### src/rtl/muldiv_seq_if.sv
// Handshake and result bundle for the sequential multiply/divide unit.
// The master issues requests; the slave (muldiv_seq) returns status and HI/LO results.
interface muldiv_seq_if #(
    parameter int n = 4
);
    logic         start;
    logic         op;
    logic [n-1:0] a;
    logic [n-1:0] b;
    logic         busy;
    logic         done;
    logic         div_by_zero;
    logic [n-1:0] hi;
    logic [n-1:0] lo;

    modport master (
        output start, op, a, b,
        input  busy, done, div_by_zero, hi, lo
    );

    modport slave (
        input  start, op, a, b,
        output busy, done, div_by_zero, hi, lo
    );
endinterface

### src/rtl/muldiv_seq.sv
// Iterative unsigned multiply (shift-add) / divide (restoring shift-subtract) unit.
// Takes n iterations per operation; done strobes for one cycle when hi/lo are valid.
module muldiv_seq #(
    parameter int n = 4
) (
    input  logic          clk,
    input  logic          reset,
    muldiv_seq_if.slave   bus
);
    localparam int CW = (n > 2) ? $clog2(n) : 1;

    typedef enum logic [1:0] {
        IDLE = 2'd0,
        RUN  = 2'd1,
        DONE = 2'd2
    } state_t;

    state_t         state_q, state_d;
    logic [CW-1:0]  count_q, count_d;
    logic           op_q, op_d;
    logic [n-1:0]   opnd_q, opnd_d;
    logic [n-1:0]   acc_q, acc_d;
    logic [n-1:0]   work_q, work_d;
    logic [n-1:0]   hi_q, hi_d;
    logic [n-1:0]   lo_q, lo_d;
    logic           dbz_q, dbz_d;

    logic [n:0]     mulSum;
    logic [n:0]     remShift;
    logic [n-1:0]   quotShift;
    logic [n-1:0]   accNx;
    logic [n-1:0]   workNx;

    // opnd holds the multiplicand or divisor; acc is the upper accumulator or
    // partial remainder; work holds the multiplier or the dividend/quotient.
    always_comb begin
        mulSum    = {1'b0, acc_q} + (work_q[0] ? {1'b0, opnd_q} : {(n+1){1'b0}});
        remShift  = {acc_q, work_q[n-1]};
        quotShift = {work_q[n-2:0], 1'b0};
        accNx     = mulSum[n:1];
        workNx    = {mulSum[0], work_q[n-1:1]};
        if (op_q) begin
            accNx  = remShift[n-1:0];
            workNx = quotShift;
            if (remShift >= {1'b0, opnd_q}) begin
                accNx  = remShift[n-1:0] - opnd_q;
                workNx = quotShift | {{(n-1){1'b0}}, 1'b1};
            end
        end
    end

    always_comb begin
        state_d = state_q;
        count_d = count_q;
        op_d    = op_q;
        opnd_d  = opnd_q;
        acc_d   = acc_q;
        work_d  = work_q;
        hi_d    = hi_q;
        lo_d    = lo_q;
        dbz_d   = dbz_q;
        case (state_q)
            IDLE, DONE: begin
                state_d = IDLE;
                if (bus.start) begin
                    op_d    = bus.op;
                    dbz_d   = 1'b0;
                    count_d = '0;
                    acc_d   = '0;
                    opnd_d  = bus.op ? bus.b : bus.a;
                    work_d  = bus.op ? bus.a : bus.b;
                    state_d = RUN;
                    if (bus.op && (bus.b == '0)) begin
                        hi_d    = bus.a;
                        lo_d    = {n{1'b1}};
                        dbz_d   = 1'b1;
                        state_d = DONE;
                    end
                end
            end
            RUN: begin
                acc_d   = accNx;
                work_d  = workNx;
                count_d = count_q + 1'b1;
                if (count_q == CW'(n-1)) begin
                    hi_d    = accNx;
                    lo_d    = workNx;
                    state_d = DONE;
                end
            end
            default: state_d = IDLE;
        endcase
    end

    always_ff @(posedge clk or posedge reset) begin
        if (reset) begin
            state_q <= IDLE;
            count_q <= '0;
            op_q    <= 1'b0;
            opnd_q  <= '0;
            acc_q   <= '0;
            work_q  <= '0;
            hi_q    <= '0;
            lo_q    <= '0;
            dbz_q   <= 1'b0;
        end else begin
            state_q <= state_d;
            count_q <= count_d;
            op_q    <= op_d;
            opnd_q  <= opnd_d;
            acc_q   <= acc_d;
            work_q  <= work_d;
            hi_q    <= hi_d;
            lo_q    <= lo_d;
            dbz_q   <= dbz_d;
        end
    end

    assign bus.busy        = (state_q == RUN);
    assign bus.done        = (state_q == DONE);
    assign bus.div_by_zero = dbz_q;
    assign bus.hi          = hi_q;
    assign bus.lo          = lo_q;
endmodule

### src/flat_wrapper.sv
// flat-port wrapper written by rule: the top's interface ports become plain ports
module muldiv_seq_flat 
#(
    parameter int n = 4
)
  (clk, reset, bus_start, bus_op, bus_a, bus_b, bus_busy, bus_done, bus_div_by_zero, bus_hi, bus_lo);
  muldiv_seq_if #(.n(n)) bus_i ();
  input  logic clk;
  input  logic reset;
  input wire logic [$bits(bus_i.start)-1:0] bus_start;
  input wire logic [$bits(bus_i.op)-1:0] bus_op;
  input wire logic [$bits(bus_i.a)-1:0] bus_a;
  input wire logic [$bits(bus_i.b)-1:0] bus_b;
  output wire logic [$bits(bus_i.busy)-1:0] bus_busy;
  output wire logic [$bits(bus_i.done)-1:0] bus_done;
  output wire logic [$bits(bus_i.div_by_zero)-1:0] bus_div_by_zero;
  output wire logic [$bits(bus_i.hi)-1:0] bus_hi;
  output wire logic [$bits(bus_i.lo)-1:0] bus_lo;
  assign bus_i.start = bus_start;
  assign bus_i.op = bus_op;
  assign bus_i.a = bus_a;
  assign bus_i.b = bus_b;
  assign bus_busy = bus_i.busy;
  assign bus_done = bus_i.done;
  assign bus_div_by_zero = bus_i.div_by_zero;
  assign bus_hi = bus_i.hi;
  assign bus_lo = bus_i.lo;
  muldiv_seq #(.n(n)) u_core (.clk(clk), .reset(reset), .bus(bus_i));
endmodule
### config.mk
export PLATFORM = sky130hd
export DESIGN_NAME = muldiv_seq_flat
export DESIGN_NICKNAME = d
export VERILOG_FILES = /design/src/rtl/muldiv_seq_if.sv /design/src/rtl/muldiv_seq.sv /design/src/flat_wrapper.sv
export SDC_FILE = /design/constraint.sdc
export NUM_CORES = 1
export LEC_CHECK = 0
export CAP_MARGIN = 20
export CORE_MARGIN = 5
export CORE_UTILIZATION = 45
export DETAILED_ROUTE_END_ITERATION = 10
export HOLD_SLACK_MARGIN = 0.1
export PLACE_DENSITY_LB_ADDON = 0.25
export SLEW_MARGIN = 20
export SYNTH_ARGS = -nofsm -noshare
export SYNTH_HDL_FRONTEND = slang
export SYNTH_SLANG_ARGS = --single-unit
### constraint.sdc
create_clock -name clk -period 2.9 [get_ports clk]
set_input_delay 0.58 -clock clk [delete_from_list [all_inputs] [get_ports clk]]
set_output_delay 0.58 -clock clk [all_outputs]
set_load 0.01 [all_outputs]
Word level (Yosys, flattened, before mapping)
Index checks and enable logic that the tools add are counted.
{"block": "word_totals", "in_bits": 12, "output_inout_bits": 11, "register_bits": 26}
{"block": "classes", "eq_ne": 6, "n_mux": 26, "addsub": 3, "n_reduce_logical": 8, "n_lt_le_gt_ge": 1}
{"op": "$mux W4", "n": 14}
{"op": "$pmux W4 S2", "n": 4}
{"op": "$mux W2", "n": 4}
{"op": "$pmux W2 S2", "n": 2}
{"op": "$add A4 B5 Y5", "n": 1}
{"op": "$ge A5 B4 Y1", "n": 1}
{"op": "$eq A2 B2 Y1 const B", "n": 2}
{"op": "$logic_not A4 Y1", "n": 1}
{"op": "$ne A2 B1 Y1 const B", "n": 2}
{"op": "$reduce_and A2 Y1", "n": 2}
{"op": "$reduce_and A4 Y1", "n": 1}
{"op": "$sub A4 B4 Y4", "n": 1}
{"op": "$add A2 B1 Y2 const B", "n": 1}
{"op": "$eq A2 B1 Y1 const B", "n": 1}
{"op": "$logic_not A2 Y1", "n": 1}
{"op": "$mux W1", "n": 2}
{"op": "$ne A2 B2 Y1 const B", "n": 1}
{"op": "$reduce_bool A2 Y1", "n": 1}
{"op": "$reduce_or A2 Y1", "n": 1}
{"op": "$logic_and A1 B1 Y1", "n": 1}

Logic depth before layout (Yosys ltp)
Gate-level depths: netlist (run 1).
{"block": "logic_depth", "word_depth": 5, "ltp_mapped": 8, "ltp_nobuf": 8}

Worst setup path before layout (run 1)
Ideal clock, no wire load.
{"block": "synth_path", "kind": "reg2reg", "startpoint": "reg u_core.work_q[0]", "endpoint": "reg u_core.acc_q[3]", "required_time_ps": 2781, "synth_period_minus_slack_ps": 2022, "setup_ps": 119, "path_stages_with_launch": 9, "arrival_ps": 1904, "path_slack_ps": 878, "path_buffers": 0, "path_cell_list": "dfrtp_1 > and2_1 > ha_1 > fa_1 > and2_1 > o21a_1 > o31ai_1 > a221oi_2 > a21o_2"}
{"block": "synth_between", "elab_chain_cells": 4}
{"element": "start: declaration", "line": "muldiv_seq.sv:23", "text": "logic [n-1:0] work_q, work_d;"}
{"element": "start signal: assignment", "line": "muldiv_seq.sv:112", "text": "work_q <= work_d;"}
{"element": "$mux W4", "line": "muldiv_seq.sv:37", "text": "mulSum = {1'b0, acc_q} + (work_q[0] ? {1'b0, opnd_q} : {(n+1){1'b0}});"}
{"element": "$add A4 B5 Y5", "line": "muldiv_seq.sv:37"}
{"element": "$mux W4", "line": "muldiv_seq.sv:42", "text": "if (op_q) begin"}
{"element": "$pmux W4 S2", "line": "muldiv_seq.sv:62", "text": "case (state_q)"}
{"element": "end signal: assignment", "line": "muldiv_seq.sv:101", "text": "acc_q <= '0;"}
{"element": "end signal: assignment", "line": "muldiv_seq.sv:111", "text": "acc_q <= acc_d;"}
{"element": "end: declaration", "line": "muldiv_seq.sv:22", "text": "logic [n-1:0] acc_q, acc_d;"}
No other way between the ends.
A chain may end at the register's enable or synchronous reset.

Worst setup path in the final report (run 1)
{"block": "layout_path", "startpoint": "reg u_core.state_q[1]", "endpoint": "out bus_busy"}
{"block": "layout_between", "elab_chain_cells": 1}
{"element": "start: declaration", "line": "muldiv_seq.sv:18", "text": "state_t state_q, state_d;"}
{"element": "start signal: assignment", "line": "muldiv_seq.sv:107", "text": "state_q <= state_d;"}
{"element": "$eq A2 B1 Y1", "line": "muldiv_seq.sv:119", "text": "assign bus.busy = (state_q == RUN);"}
{"element": "end: declaration", "line": "flat_wrapper.sv:14", "text": "output wire logic [$bits(bus_i.busy)-1:0] bus_busy;"}
No other way between the ends.

==> results.ini, run 1 <==
[status]
status=finished, final reports clean

[clocking]
htreeDepth=1
cts_tree=yes
hold_buffers=0
root_buffer=clkbuf_4
insertion_delay_ps=320
clock_sinks=26
numCtsBuffers=3
cts.clk_slew.worst_paths_ps=130
cts_setup_buffers=0
cts-resized-gates=0
cts_max_path_buffers=2

[power]
seqPwrFrac_pct=32.2
p_sw_share_pct=45.32
p_sw_mw=1.007
internal_power_mw=1.215
powerDensity_nw_per_um2=1157
clkPwrFrac_pct=6.7
ir_worst_vdd_mv=0.5707
p_comb_share_pct=61.1
p_leak_nw=0.8522

[setup_path]
worstSetupPathType=register to output pin
reg2reg_depth=8
critPathSlowestCell=clkdlybuf4s50_1
worstPathCellList=nand2b_1 > inv_1 > clkdlybuf4s50_1
crit_required_ps=2320
crit_cells=3
worstSetupEndpointType=output pin
cp_data_arrival_time_ps=2070
cp_max_fo=13
rrSetupSlack_ps=650
critPathTopFamily=buffers and inverters
slowest_delay_ps=630
crit_path_start_kind=register
critPathBufInv=2

[synthesis]
netlist_area_um2=1624
synthCells=173
yosysMostFrequentCell=dfrtp_1
synth-edff-count=0
yosysTopAreaCell=dfrtp_1
ys_warn_count=0
synth_top_cells_by_count=dfrtp_1, nand2_1, o21ai_0, nor2_1, mux2i_1
synth_top_area_share_pct=40.06
synth_nets=196
syn_area_per_cell_um2=9.388
async_reset_ff_share_pct=100.0
ys.flop_type=dfrtp_1
synth_area_leaders=dfrtp_1, mux2i_1, ha_1
seq_area_frac_synth_pct=40.06
synth-seq-cells=26
yosysUniqueCellTypes=40

[finish]
multi_input_area_um2=920.9
fillers=320
drive_above_1_share_pct=6.701
seqCellArea_um2=650.6
layout.nets=219
syn2layout_area_growth_pct=18.26
antenna_cells=0

[timing]
hold_violations=0
slew_headroom_pct=65.74
fin_crit_ps=2648
worst_pin_slew_ps=513.9
fmax_mhz=377.6
min_period_over_period_pct=91.32
post-route-worst-setup-slack_ps=251.6
rsz0062_at_grt=false
whs_ps=522.2
clock_skew_ps=10.97
setup_tns_ps=0
slew_viol_final=0
setup_viol=0

[route]
routed_wl_um=3963
drtIter0Drc=81
drc_errors=0
routed_via_density=5.804
first_pass_iters=4
routedWlPerCell_um=16.51
ant_nets=0
via_count=1393

[global_route]
grt_pass1_vias=1468
grt_pass1_wl_um=6748
gr-total-overflow=0
antenna_found_initial=0
grt_max_degree=27
grt_usage_pct=16.72

[die]
start_util_pct=47.55
core_um2=3416
dieWidth_um=70.08
io_pins=23
die_h_um=70.08
die_area_um2=4911
rows=21

[min_path]
hold_class=register to register
hold_depth=2

[placement]
dp_hpwl_um=3141
dp_slack_ps=508.9
gp_congestion=0.9149
portBuffers=22

[job]
max_cap_viol_count=0

[per-layer routing]
metal | GRT usage, % | up-vias | part of all wire (%)
met1 | 21.98 | 687 | 47
met2 | 27.70 | 33 | 48
li1 | - | 662 | -
met4 | 6.596 | 0 | 3.1
met3 | 2.296 | 11 | 2.6
met5 | 0 | - | 0
[kinds of logic (layout without fill, tap and decap cells)]
logic type	after synthesis	count (layout)	synth area share, %
AO/OA/AOI/OAI	47	47	19.49
XOR/XNOR	1	1	0.5394
adder cells (fa/ha/maj)	11	11	9.399
buffers and inverters	14	35	3.236
flip-flops	26	26	40.06
multiplexers	13	13	8.090
AND/OR/NAND/NOR	61	61	19.18
[flip-flops by register name, summed over array words and instances (netlist names)]
register,flops
u_core.bus.lo,4
u_core.count_q,2
u_core.work_q,4
u_core.acc_q,4
u_core.opnd_q,4
u_core.bus.hi,4
u_core.op_q,1
u_core.bus.div_by_zero,1
u_core.state_q,2
[worst paths after layout]
check / endpoint / from
worst max-delay path: bus_busy / u_core.state_q[1]
worst min-delay path: u_core.bus.div_by_zero / u_core.bus.div_by_zero
worst max register to register: u_core.acc_q[3] / u_core.work_q[0]
worst min register to register: u_core.bus.div_by_zero / u_core.bus.div_by_zero
max in group asynchronous: u_core.work_q[2] / reset
min in group asynchronous: u_core.op_q / reset
[worst register-to-register path, stage by stage (launching register included)]
cell and delay, ps:
dfrtp_1 470, and2_1 190, ha_1 210, fa_1 390, and2_1 180, o21a_1 170, o31ai_1 270, a221oi_2 80
a21o_2 200
[metrics by stage]
| stage | utilization (%) | area (um^2) | power (mW) | cells |
|---|---|---|---|---|
| 6_report | 56.23 | 1921 | 2.223 | 240 |
| 3_5_place_dp | 55.57 | 1898 | 2.073 | 237 |
| 3_3_place_gp | 55.57 | 1898 | 2.012 | 237 |
| 4_1_cts | 56.23 | 1921 | 2.227 | 240 |
| 5_1_grt | 56.23 | 1921 | 2.410 | 240 |
| 2_1_floorplan | - | 1624 | 1.636 | 173 |
[final cells by class]
| cell class | count | share of cell area (%) |
|---|---|---|
| repair buffers | 25 | 12.64 |
| inverters | 7 | 1.368 |
| flip-flops and latches | 26 | 33.88 |
| clock buffers | 3 | 1.173 |
| multi-input cells | 133 | 47.95 |
| well taps | 46 | 2.997 |
[power groups by stage]
stage	clock network (mW)	registers [mW]	logic, mW
6_report	0.149	0.715	1.36
3_5_place_dp	0	0.720	1.35
4_1_cts	0.153	0.712	1.36
5_1_grt	0.164	0.739	1.51
2_1_floorplan	0	0.666	0.970
3_3_place_gp	0	0.709	1.30
[cell usage in the layout (no fill, tap or decap), types with 2 or more instances in the layout]
cell             synthesis  layout
dfrtp_1                 26      26
clkdlybuf4s50_1          0      22
nand2_1                 19      19
o21ai_0                 15      15
nor2_1                  14      14
mux2i_1                 12      12
ha_1                     9       9
inv_1                    7       7
and2_1                   7       7
a31oi_1                  7       7
a21oi_1                  5       5
nand2b_1                 4       4
nor2b_1                  4       4
o211ai_1                 4       4
nand3b_1                 3       3
clkbuf_4                 0       3
buf_4                    0       3
o21a_1                   2       2
nor3_1                   2       2
o21bai_1                 2       2
and3_1                   2       2
o22ai_1                  2       2
fa_1                     2       2
Power figures use the tool's default switching activity.
==> inputs of run 2 (changes only) <==
--- a/config.mk
+++ b/config.mk
@@ -8,6 +8,7 @@
 export CAP_MARGIN = 20
 export CORE_MARGIN = 5
 export CORE_UTILIZATION = 45
+export CTS_CLUSTER_DIAMETER = 100
 export DETAILED_ROUTE_END_ITERATION = 10
 export HOLD_SLACK_MARGIN = 0.1
 export PLACE_DENSITY_LB_ADDON = 0.25
==> constraint.sdc (replaced) <==
create_clock -name clk -period 2.55 [get_ports clk]
set_input_delay 0.51 -clock clk [delete_from_list [all_inputs] [get_ports clk]]
set_output_delay 0.51 -clock clk [all_outputs]
set_load 0.01 [all_outputs]
==> run 2 against run 1 <==
  * Global-route usage up 1.0 points
  * Clock-buffer cell count up 1
  * Non-clock buffer count up 2
  * Hold slack worse by 13 ps
  * First-iteration DRC count up 56%
  * Wire length up 1.0%
  * Clock power up 39%
  * Largest power group unchanged
==> results.ini, run 2 (synthesized netlist as in run 1, its figures left out) <==
[route]
routed_wl_um=4004
drtIter0Drc=126
drc_errors=0
via_count=1367
routed_via_density=5.626
routedWlPerCell_um=16.48
first_pass_iters=4
ant_nets=0

[placement]
portBuffers=22
dpl_cell_area_um2=1913
gp_congestion=0.8630
dpl.cell_count=239
dp_hpwl_um=3154

[power]
ir_worst_vdd_mv=0.5973
p_leak_nw=0.8684
fin_total_pwr_mw=2.548
powerDensity_nw_per_um2=1307

[global_route]
grt_usage_pct=17.76
grt_pass1_vias=1375
grt_max_degree=27
gr-total-overflow=0
grt_pass1_wl_um=6962
antenna_found_initial=0

[die]
rows=21
io_pins=23
die_area_um2=4911
dieWidth_um=70.08
start_util_pct=47.55
die_h_um=70.08
core_um2=3416

[timing]
slew_headroom_pct=62.80
rsz0062_at_grt=false
setup_tns_ps=0
slew_viol_final=0
clock_skew_ps=3.275
worst_pin_slew_ps=558.0
hold_violations=0
min_period_over_period_pct=88.60
whs_ps=509.2
setup_viol=0
fin_crit_ps=2259
fmax_mhz=442.6

[finish]
fin_area_um2=1949
final_common_cell=dfrtp_1
drive_above_1_share_pct=8.122
layout.nets=221
fin_cells=243
antenna_cells=0
syn2layout_area_growth_pct=20.03
layout_common_cells=dfrtp_1, clkdlybuf4s50_1, nand2_1, o21ai_0, nor2_1

[setup_path]
critPathTopFamily=buffers and inverters
r2r_start=u_core.work_q[0]
worstSetupPathType=register to output pin
rrSetupSlack_ps=320
reg2reg_depth=8
worstSetupEndpointType=output pin
crit_required_ps=2040
r2r_end=u_core.acc_q[3]
slowest_delay_ps=550
cp_data_arrival_time_ps=1750
cp_max_fo=12
crit_path_start_kind=register
critPathSlowestCell=clkdlybuf4s50_1
worstPathCellList=nand2b_1 > inv_1 > clkdlybuf4s50_1
critPathBufInv=2

[min_path]
hold_depth=2
hold_end=u_core.bus.div_by_zero
hold_class=register to register
min_from=u_core.bus.div_by_zero

[clocking]
cts_setup_buffers=0
insertion_delay_ps=320
cts-resized-gates=0
htreeDepth=1
hold_buffers=0
cts_tree=yes
clock_sinks=26
cts_max_path_buffers=2
numCtsBuffers=3
root_buffer=clkbuf_4
cts.clk_slew.worst_paths_ps=130

[job]
max_cap_viol_count=0

[status]
status=finished, final reports clean

## run 2: cell count changes in the layout (fill, tap and decap cells not counted), sizes merged
cell    previous run  this run
clkbuf             3         4
buf                3         5
## run 2: worst max-delay path by stage
stage | startpoint | to | slack [ps] | cells past startpoint
finish | u_core.state_q[1] | bus_busy | 290 | 3
CTS | u_core.state_q[1] | bus_busy | 290 | 3
floorplan | u_core.work_q[0] | u_core.acc_q[3] | 530 | 8
global placement | u_core.work_q[0] | u_core.acc_q[3] | 360 | 8
detailed placement | u_core.work_q[0] | u_core.acc_q[3] | 340 | 8
global route | u_core.state_q[1] | bus_busy | 160 | 3
## run 2: per-stage QoR
| stage | util, % | setup WS (ps) |
|---|---|---|
| 3_5_place_dp | 56.01 | 344.8 |
| 6_report | 57.07 | 290.8 |
| 2_1_floorplan | - | 527.6 |
| 3_3_place_gp | 56.01 | 361.8 |
| 4_1_cts | 57.07 | 286.1 |
| 5_1_grt | 57.07 | 157.6 |
## run 2: layout make-up
type                            count  area [um^2]
Clock buffer                        4        36.28
Fill cell                         304         1466
Inverter                            7        26.28
Multi-Input combinational cell    133        920.9
Sequential cell                    26        650.6
Tap cell                           46        57.56
Timing Repair Buffer               27        257.7
## run 2: where the power goes
group	total, mW	switching (mW)	internal (mW)
Clock	0.207	0.119	0.0873
Combinational	1.53	0.801	0.731
Sequential	0.810	0.207	0.603
Total	2.55	1.13	1.42
## run 2: worst register-to-register path, stage by stage (launching register included)
cell and delay (ps):
dfrtp_1 470, and2_1 190, ha_1 210, fa_1 390, and2_1 190, o21a_1 170, o31ai_1 240, a221oi_2 80
a21o_2 210
## run 2: layer usage
layer	vias to the layer above	GRT usage, %	wire [um]
li1	669	-	-
met1	651	24.15	1827
met2	35	27.60	1919
met3	12	2.869	132
met4	0	8.085	125
met5	-	0	0
==> inputs of run 3 (changes only) <==
--- a/config.mk
+++ b/config.mk
@@ -6,10 +6,12 @@
 export NUM_CORES = 1
 export LEC_CHECK = 0
 export CAP_MARGIN = 20
+export CORE_ASPECT_RATIO = 1.4
 export CORE_MARGIN = 5
 export CORE_UTILIZATION = 45
 export CTS_CLUSTER_DIAMETER = 100
 export DETAILED_ROUTE_END_ITERATION = 10
+export DONT_BUFFER_PORTS = 1
 export HOLD_SLACK_MARGIN = 0.1
 export PLACE_DENSITY_LB_ADDON = 0.25
 export SLEW_MARGIN = 20
==> run 3 against run 2 <==
  * Largest power group unchanged
  * Via count decreased by 5.0%
  * Power decreased by 0.51%
  * Worst setup slack better by 29 ps
  * Critical endpoint is now u_core.acc_q[3]
  * Clock skew grew 4.8 ps
  * Utilization decreased by 6.2 points
  * Die area increased by 0.34%
  * Clock power rose by 66%
  * Global-route usage rose by 0.086 points
  * Critical path type is now register to register
  * Hold slack worse by 350 ps
  * Sequential power rose by 4.9%
  * Fmax grew 1.3%
==> results.ini, run 3 (synthesized netlist as in run 1, its figures left out) <==
[route]
routed_wl_um=3834
first_pass_iters=4
routedWlPerCell_um=17.92
drtIter0Drc=31
via_count=1298
ant_nets=0
drc_errors=0
routed_via_density=6.065

[power]
powerDensity_nw_per_um2=1449
ir_worst_vdd_mv=0.7932
p_leak_nw=0.7925
p_comb_share_pct=52.9
p_sw_mw=1.106
fin_total_pwr_mw=2.535
internal_power_mw=1.430
p_sw_share_pct=43.61
seqPwrFrac_pct=33.5
clkPwrFrac_pct=13.5

[clocking]
insertion_delay_ps=280
cts_max_path_buffers=2
cts_tree=yes
clock_sinks=26
htreeDepth=1
cts.clk_slew.worst_paths_ps=90
cts-resized-gates=0
numCtsBuffers=3
root_buffer=clkbuf_8
hold_buffers=0
cts_setup_buffers=0

[finish]
fin_cells=214
syn2layout_area_growth_pct=7.704
layout.nets=198
fillers=326
final_common_cell=dfrtp_1
drive_above_1_share_pct=8.621
layout_common_cells=dfrtp_1, nand2_1, o21ai_0, nor2_1, mux2i_1
antenna_cells=0

[global_route]
grt_pass1_wl_um=6644
antenna_found_initial=0
grt_usage_pct=17.84
grt_pass1_vias=1362
grt_max_degree=27
gr-total-overflow=0

[timing]
rsz0062_at_grt=false
setup_tns_ps=0
slew_headroom_pct=63.82
fin_crit_ps=2230
setup_viol=0
worst_pin_slew_ps=542.7
min_period_over_period_pct=87.46
hold_violations=0
slew_viol_final=0
clock_skew_ps=8.121
fmax_mhz=448.4

[die]
core_um2=3441
start_util_pct=47.20
die_h_um=81.08
io_pins=23
die_area_um2=4927
dieWidth_um=60.77
rows=25

[status]
status=finished, final reports clean

[setup_path]
cp_max_fo=6
worstSetupEndpointType=register
crit_path_start_kind=register
cp_data_arrival_time_ps=2400
worstSetupPathType=register to register
crit_required_ps=2720

[placement]
dpl.cell_count=210
portBuffers=0
gp_congestion=0.8823
dp_hpwl_um=3012

[min_path]
hold_class=input pin to asynchronous set/reset pin

[job]
max_cap_viol_count=0

## run 3: worst paths after layout
check	slack (ps)	from	to	cells after the start
max	320	u_core.work_q[0]	u_core.acc_q[3]	8
min	160	reset	u_core.bus.lo[0]	2
max reg2reg	320	u_core.work_q[0]	u_core.acc_q[3]	8
min reg2reg	520	u_core.count_q[0]	u_core.count_q[0]	1
max in group asynchronous	2150	reset	u_core.acc_q[1]	2
min in group clk	360	bus_op	u_core.op_q	2
## run 3: per-layer routing
layer | part of all wire [%] | GRT usage (%) | up-vias | wire length (um)
met4 | 3.5 | 7.592 | 0 | 135
li1 | - | - | 618 | -
met2 | 53 | 29.66 | 50 | 2013
met3 | 5.8 | 3.339 | 10 | 223
met5 | 0 | 0 | - | 0
met1 | 38 | 22.20 | 620 | 1462
## run 3: metrics by stage
| stage | worst slack, ps | hold WS [ps] | area, um^2 | utilization, % |
|---|---|---|---|---|
| final | 319.7 | 159.4 | 1749 | 50.84 |
| after global routing | 247.1 | 202.1 | 1749 | 50.84 |
| after CTS | 326.1 | 176.3 | 1749 | 50.84 |
| after detailed placement | 351.6 | 475.9 | 1678 | 48.76 |
| after global placement | 377.0 | 472.4 | 1678 | 48.76 |
| after floorplan | 527.6 | 463.2 | 1624 | - |
## run 3: area by class of cell
cell class	count	area, um^2	share of cell area [%]
sequential	26	650.6	37.20
clock buffer	3	41.29	2.361
inverter	7	26.28	1.502
tap	40	50.05	2.861
multi-input combinational	133	920.9	52.65
clock inverter	1	30.03	1.717
timing repair buffer	4	30.03	1.717
## run 3: power by group through the flow
stage	sequential [mW]	combinational [mW]	clock, mW
2_1_floorplan	0.757	1.10	0
3_3_place_gp	0.854	1.31	0
3_5_place_dp	0.861	1.34	0
4_1_cts	0.855	1.35	0.339
5_1_grt	0.887	1.51	0.366
6_report	0.850	1.34	0.343
## run 3: worst max-delay path, cell delays in order (launching register included)
cell and delay [ps]:
dfrtp_1 440, and2_1 190, ha_1 210, fa_1 380, and2_1 180, o21a_1 170
o31ai_1 260, a221oi_2 80, a21o_2 210
